File: config.mk
export PLATFORM = sky130hd
export DESIGN_NAME = core_batch_scheduler
export DESIGN_NICKNAME = d
export VERILOG_FILES = /design/src/rtl/core_batch_scheduler.sv
export SDC_FILE = /design/constraint.sdc
export NUM_CORES = 1
export LEC_CHECK = 0
export BUFFER_PORTS_ARGS = -buffer_cell sky130_fd_sc_hd__buf_2
export CAP_MARGIN = 20
export CORE_MARGIN = 2
export CORE_UTILIZATION = 31
export DETAILED_ROUTE_END_ITERATION = 7
export RECOVER_POWER = 100
export SETUP_SLACK_MARGIN = 0.1
export SLEW_MARGIN = 20
export SYNTH_ARGS = -nofsm -noshare
export SYNTH_HDL_FRONTEND = slang
export SYNTH_SLANG_ARGS = --single-unit
File: constraint.sdc
create_clock -name clk -period 7.2 [get_ports clk]
set_input_delay 1.44 -clock clk [delete_from_list [all_inputs] [get_ports clk]]
set_output_delay 1.44 -clock clk [all_outputs]
set_load 0.02 [all_outputs]
File: src/rtl/core_batch_scheduler.sv
// rtl/core_batch_scheduler.sv - batch scheduler: load samples, start cores, collect results, reduce to a sum
//
// Ports:
//   clk, reset            single rising-edge clock, synchronous active-high reset
//   sample_in/valid/ready sample stream into per-core slots (accepted only in LOAD)
//   core_sample           packed per-core samples, core i at [i*dataSampleWidth +: dataSampleWidth]
//   core_start            one-cycle start pulse to all cores
//   core_done/result      per-core completion pulse and result (result valid with done)
//   sum_out/overflow      batch sum modulo 2^resultWidth and sticky carry flag
//   sum_valid/ready       output handshake for the batch sum
//   timeout_err           one-cycle pulse when WAIT gives up on the batch
//   busy                  high unless idle in LOAD with no sample buffered
module core_batch_scheduler #(
    parameter int coreCount       = 4,
    parameter int dataSampleWidth = 16,
    parameter int resultWidth     = 32,
    parameter int timeoutCycles   = 1024
) (
    input  logic                                 clk,
    input  logic                                 reset,
    input  logic [dataSampleWidth-1:0]           sample_in,
    input  logic                                 sample_valid,
    output logic                                 sample_ready,
    output logic [coreCount*dataSampleWidth-1:0] core_sample,
    output logic [coreCount-1:0]                 core_start,
    input  logic [coreCount-1:0]                 core_done,
    input  logic [coreCount*resultWidth-1:0]     core_result,
    output logic [resultWidth-1:0]               sum_out,
    output logic                                 sum_overflow,
    output logic                                 sum_valid,
    input  logic                                 sum_ready,
    output logic                                 timeout_err,
    output logic                                 busy
);

    localparam int IDX_W = (coreCount > 1) ? $clog2(coreCount) : 1;
    localparam int CNT_W = $clog2(timeoutCycles + 1);
    localparam int K_W   = $clog2(coreCount + 1);

    typedef enum logic [2:0] {
        S_LOAD,
        S_START,
        S_WAIT,
        S_REDUCE,
        S_OUTPUT
    } state_t;

    state_t                               r_state;
    state_t                               w_next_state;
    logic [IDX_W-1:0]                     r_idx;
    logic [coreCount-1:0]                 r_mask;
    logic [resultWidth-1:0]               r_result [coreCount];
    logic [CNT_W-1:0]                     r_wait_cnt;
    logic [K_W-1:0]                       r_k;
    logic [resultWidth-1:0]               r_acc;
    logic                                 r_acc_ovf;
    logic [resultWidth-1:0]               r_sum;
    logic                                 r_sum_ovf;
    logic [coreCount*dataSampleWidth-1:0] r_core_sample;

    logic                                 w_accept;
    logic                                 w_last_sample;
    logic [coreCount-1:0]                 w_mask_next;
    logic                                 w_all_done;
    logic                                 w_timeout;
    logic                                 w_reduce_last;
    logic [resultWidth-1:0]               w_addend;
    logic [resultWidth:0]                 w_sum_ext;

    assign w_accept      = (r_state == S_LOAD) && sample_valid;
    assign w_last_sample = w_accept && (r_idx == IDX_W'(coreCount - 1));
    // Mask including this cycle's captures; repeated done bits are harmless here.
    assign w_mask_next   = r_mask | core_done;
    assign w_all_done    = &w_mask_next;
    // Completion in the final WAIT cycle wins over timeout.
    assign w_timeout     = (r_state == S_WAIT) && !w_all_done &&
                           (r_wait_cnt == CNT_W'(timeoutCycles - 1));
    // REDUCE spends coreCount cycles adding, then one cycle committing the sum.
    assign w_reduce_last = (r_k == K_W'(coreCount));

    always_comb begin
        w_addend = '0;
        for (int i = 0; i < coreCount; i++) begin
            if (r_k == K_W'(i)) begin
                w_addend = r_result[i];
            end
        end
    end

    assign w_sum_ext = {1'b0, r_acc} + {1'b0, w_addend};

    always_comb begin
        w_next_state = r_state;
        case (r_state)
            S_LOAD:   if (w_last_sample) w_next_state = S_START;
            S_START:  w_next_state = S_WAIT;
            S_WAIT: begin
                if (w_all_done)     w_next_state = S_REDUCE;
                else if (w_timeout) w_next_state = S_LOAD;
            end
            S_REDUCE: if (w_reduce_last) w_next_state = S_OUTPUT;
            S_OUTPUT: if (sum_ready) w_next_state = S_LOAD;
            default:  w_next_state = S_LOAD;
        endcase
    end

    always_ff @(posedge clk) begin
        if (reset) begin
            r_state       <= S_LOAD;
            r_idx         <= '0;
            r_mask        <= '0;
            r_wait_cnt    <= '0;
            r_k           <= '0;
            r_acc         <= '0;
            r_acc_ovf     <= 1'b0;
            r_sum         <= '0;
            r_sum_ovf     <= 1'b0;
            r_core_sample <= '0;
            for (int i = 0; i < coreCount; i++) r_result[i] <= '0;
        end else begin
            r_state <= w_next_state;
            case (r_state)
                S_LOAD: begin
                    if (w_accept) begin
                        r_core_sample[r_idx*dataSampleWidth +: dataSampleWidth] <= sample_in;
                        r_idx <= w_last_sample ? '0 : r_idx + IDX_W'(1);
                    end
                end
                S_START: begin
                    r_mask     <= '0;
                    r_wait_cnt <= '0;
                    r_k        <= '0;
                    r_acc      <= '0;
                    r_acc_ovf  <= 1'b0;
                    r_sum      <= '0;
                    r_sum_ovf  <= 1'b0;
                    for (int i = 0; i < coreCount; i++) r_result[i] <= '0;
                end
                S_WAIT: begin
                    r_wait_cnt <= r_wait_cnt + CNT_W'(1);
                    r_mask     <= w_mask_next;
                    for (int i = 0; i < coreCount; i++) begin
                        if (core_done[i] && !r_mask[i]) begin
                            r_result[i] <= core_result[i*resultWidth +: resultWidth];
                        end
                    end
                    if (w_timeout) r_idx <= '0;
                end
                S_REDUCE: begin
                    if (!w_reduce_last) begin
                        r_acc     <= w_sum_ext[resultWidth-1:0];
                        r_acc_ovf <= r_acc_ovf | w_sum_ext[resultWidth];
                        r_k       <= r_k + K_W'(1);
                    end else begin
                        r_sum     <= r_acc;
                        r_sum_ovf <= r_acc_ovf;
                    end
                end
                default: ;
            endcase
        end
    end

    // Combinational outputs are forced low while reset is held.
    assign sample_ready = !reset && (r_state == S_LOAD);
    assign core_start   = {coreCount{!reset && (r_state == S_START)}};
    assign sum_valid    = !reset && (r_state == S_OUTPUT);
    assign timeout_err  = !reset && w_timeout;
    assign busy         = !reset && !((r_state == S_LOAD) && (r_idx == '0));
    assign core_sample  = r_core_sample;
    assign sum_out      = r_sum;
    assign sum_overflow = r_sum_ovf;

endmodule

==> run_results.csv <==
group,metric,value,unit
floorplan,die_area,44150,µm²
final_layout,area_growth,19.03,%
global_route,grt.overflow.total,0,
sta,setup_tns,0,ps
synthesis,ys_seq_area_share,50.01,%
clock_network,htreeDepth,1,
setup_path,cp_max_fo,20,
setup_path,reg2reg_from,"r_k[0]",
setup_path,r2r_cells,15,
pwr,power_density,224.3,nW/µm²
final_layout,final_cell_area,15680,µm²
setup_path,critical_path_arrival,5990,ps
global_route,grt_max_degree,85,
placement,placed_cell_area,14890,µm²
worst_hold_path,hold_depth,2,
sta,fin_crit_sh,77.18,%
synthesis,syn-num-nets,1620,
sta,fmax,179.9,MHz
synthesis,synth_compound_area_share,19.49,%
floorplan,die_y,210.1,µm
placement,globalplace.congestion,0.8812,
synthesis,synth-xor-area-share,1.530,%
clock_network,clk_pin_slew,60,ps
routing,num_vias,11250,
synthesis,synth_top_family_by_area,"simple AND/OR/NAND/NOR gates",
setup_path,critical_path.endpoint_type,"flop",
job,cap_viol_max_count,9,
floorplan,pin_count,257,
sta,tightestPinTransition,2038,ps
synthesis,synth.cell_area,13170,µm²
outcome,status,"finished with violations",
routing,final_antenna_net_count,0,
routing,dr.pass1.iters,5,
outcome,violations,"capacitance limit, slew limit",
routing,wl_per_cell,17.82,µm
placement,dp_hpwl,28960,µm
clock_network,clkSinkCount,281,
routing,drt-total-wl,38980,µm
synthesis,synth_adder_area_share,4.332,%
synthesis,ys.warnings.count,0,
setup_path,critPathKind,"reg -> reg",
final_layout,register_area,6586,µm²
synthesis,synth_mux_area_share,0.6270,%
global_route,grt_pass1_vias,10700,
global_route,grt_pass1_wl,60290,µm
pwr,p_leak,5.904,nW
setup_path,crit_path_start,"r_k[0]",
global_route,antenna_found_initial,1,
setup_path,cp-start-kind,"flop",
synthesis,ys_ff_latch,281,
synthesis,synth_edf_count,96,
sta,setup_viol,0,
synthesis,ys_async_sr_fraction,0,%
floorplan,start_util,31.40,%
sta,clock_skew,21.40,ps
clock_network,root_buffer,"clkbuf_16",
global_route,track_usage,17.05,%
worst_hold_path,hold_class,"reg -> reg",
clock_network,post-cts-setup-buffer-count,0,
routing,drc_errors,0,
clock_network,clock_path_buffers,3,
clock_network,cts_buffers,31,
sta,hold_violations,0,
sta,max_slew_margin,-36.19,%
synthesis,synth_cell_types,71,
clock_network,cts_resized,0,
final_layout,nNetsFinal,1821,
clock_network,holdBufCountCts,0,
sta,period_needed,5557,ps
routing,detail_route.vias_per_cell,5.142,
setup_path,required,7630,ps
final_layout,fillers,4241,
floorplan,core,41950,µm²
sta,setup_ws,1643,ps
synthesis,avgSynthCellArea,9.255,µm²
placement,io_buffers,256,
setup_path,reg2reg_slack,1640,ps
routing,drt-initial-drc-count,1056,
sta,final_max_slew_viol_count,202,
synthesis,synth-simple-area-share,20.31,%
clock_network,cts_tree,"yes",
floorplan,rows,75,
worst_hold_path,hp-start,"core_sample[48]",
clock_network,clock_latency,590,ps
synthesis,synthFlopType,"dfxtp_1",
sta,rsz0062_at_grt,"false",
floorplan,die_w,210.1,µm
pwr,irDropWorstVdd,0.1621,mV
placement,pre_cts_ws,2709,ps
final_layout,drive_gt1_share,14.09,%
synthesis,syn_inst,1423,
final_layout,multi_input_area,6061,µm²
## layout by cell type, fill, tap and decap left out, drive strengths merged, types with 12 or more instances in the layout
cell type	Yosys	final
a21o	14	14
a21oi	128	128
a221o	32	32
a22oi	72	72
and2	99	99
and3	12	12
buf	26	158
clkbuf	77	152
dfxtp	185	185
edfxtp	96	96
ha	44	44
inv	15	17
nand2	172	172
nand3	95	95
nand4	12	12
nor2	123	123
o21ai	99	99
xor2	15	15
## cells by family (layout without fill, tap and decap cells)
group	Yosys count	after routing
other cells	0	1
mux	8	8
flops	281	281
buf+inv	118	342
simple gates	554	554
compound gates	394	394
xor+xnor	23	23
fa+ha+maj	45	45
## state kept, by name (all words and copies together), names as in the netlist, 2 cells and up
| register | cells |
|---|---|
| core_sample | 64 |
| r_acc | 32 |
| r_idx | 2 |
| r_k | 3 |
| r_mask | 4 |
| r_result | 128 |
| r_state | 3 |
| r_wait_cnt | 11 |
| sum_out | 32 |
## worst paths after layout
| kind | end |
|---|---|
| max | r_acc[11] |
| min reg2reg | core_sample[48] |
| min | core_sample[48] |
| max reg2reg | r_acc[11] |
## critical path, cell delays in order, from the launching register on
cell and delay [ps]:
dfxtp_1 350, inv_1 90, ha_1 190, nor3b_1 1560, buf_4 470, a221o_1 180, o21ai_0 90, o21ai_0 460
ha_1 320, a21oi_1 200, nor2_1 90, o21ai_0 620, a21oi_1 150, or3_1 340, a31oi_1 210, nor2_1 60
## through the flow
step | power, mW | hold slack (ps) | cells | utilization (%)
after floorplan | 1.812 | 443.2 | 1423 | -
after global placement | 1.907 | 436.5 | 2130 | 35.50
after detailed placement | 1.908 | 442.8 | 2130 | 35.50
after CTS | 3.557 | 449.5 | 2186 | 38.04
after global routing | 3.632 | 469.4 | 2186 | 37.37
final | 3.516 | 451.2 | 2187 | 37.37
## cell type report
type,instances,share of cell area [%]
Antenna cell,1,0.01596
Clock buffer,39,5.459
Clock inverter,17,1.325
Inverter,15,0.3592
Multi-Input combinational cell,1024,38.66
Sequential cell,281,42.01
Tap cell,539,4.302
Timing Repair Buffer,271,7.862
## Yosys cell counts (3+ instances only)
library cell / count / area share (%)
nand4_1: 12 / 0.57
and3_1: 12 / 0.57
a211oi_1: 3 / 0.17
o21bai_1: 3 / 0.17
inv_1: 15 / 0.43
mux2i_1: 6 / 0.46
and2_1: 99 / 4.7
a31oi_1: 6 / 0.29
clkbuf_1: 77 / 2.2
o21ai_0: 65 / 2.5
a22oi_1: 72 / 4.1
buf_4: 3 / 0.17
nor2_1: 123 / 3.5
xnor2_1: 8 / 0.53
nand3_1: 94 / 3.6
a21oi_1: 122 / 4.6
edfxtp_1: 96 / 22
ha_1: 44 / 4.2
nor2b_1: 4 / 0.19
buf_2: 20 / 0.76
nand2_1: 171 / 4.9
a21oi_2: 6 / 0.40
a221o_1: 32 / 2.4
nor3_1: 8 / 0.30
nor3b_1: 4 / 0.23
nand2b_1: 5 / 0.24
dfxtp_1: 185 / 28
o21a_1: 7 / 0.40
o211ai_1: 6 / 0.34
xor2_1: 15 / 1.0
or3_1: 4 / 0.19
o21ai_1: 31 / 1.2
a21o_1: 14 / 0.80
nor4b_2: 4 / 0.46
## layer usage
| metal | track usage (%) | wire length (µm) | vias to the layer above |
|---|---|---|---|
| met5 | 0 | 12 | - |
| met4 | 3.766 | 699 | 2 |
| met3 | 2.771 | 2482 | 53 |
| met2 | 26.08 | 16960 | 365 |
| met1 | 25.19 | 18830 | 5316 |
| li1 | - | - | 5509 |
## report_power, final
| group | switching [mW] | internal (mW) | leakage (nW) |
|---|---|---|---|
| clock network | 0.661 | 0.984 | 0.527 |
| logic | 0.127 | 0.0636 | 2.89 |
| registers | 0.0129 | 1.67 | 2.48 |
| total | 0.802 | 2.71 | 5.90 |
(Power assumes the default switching activity.)
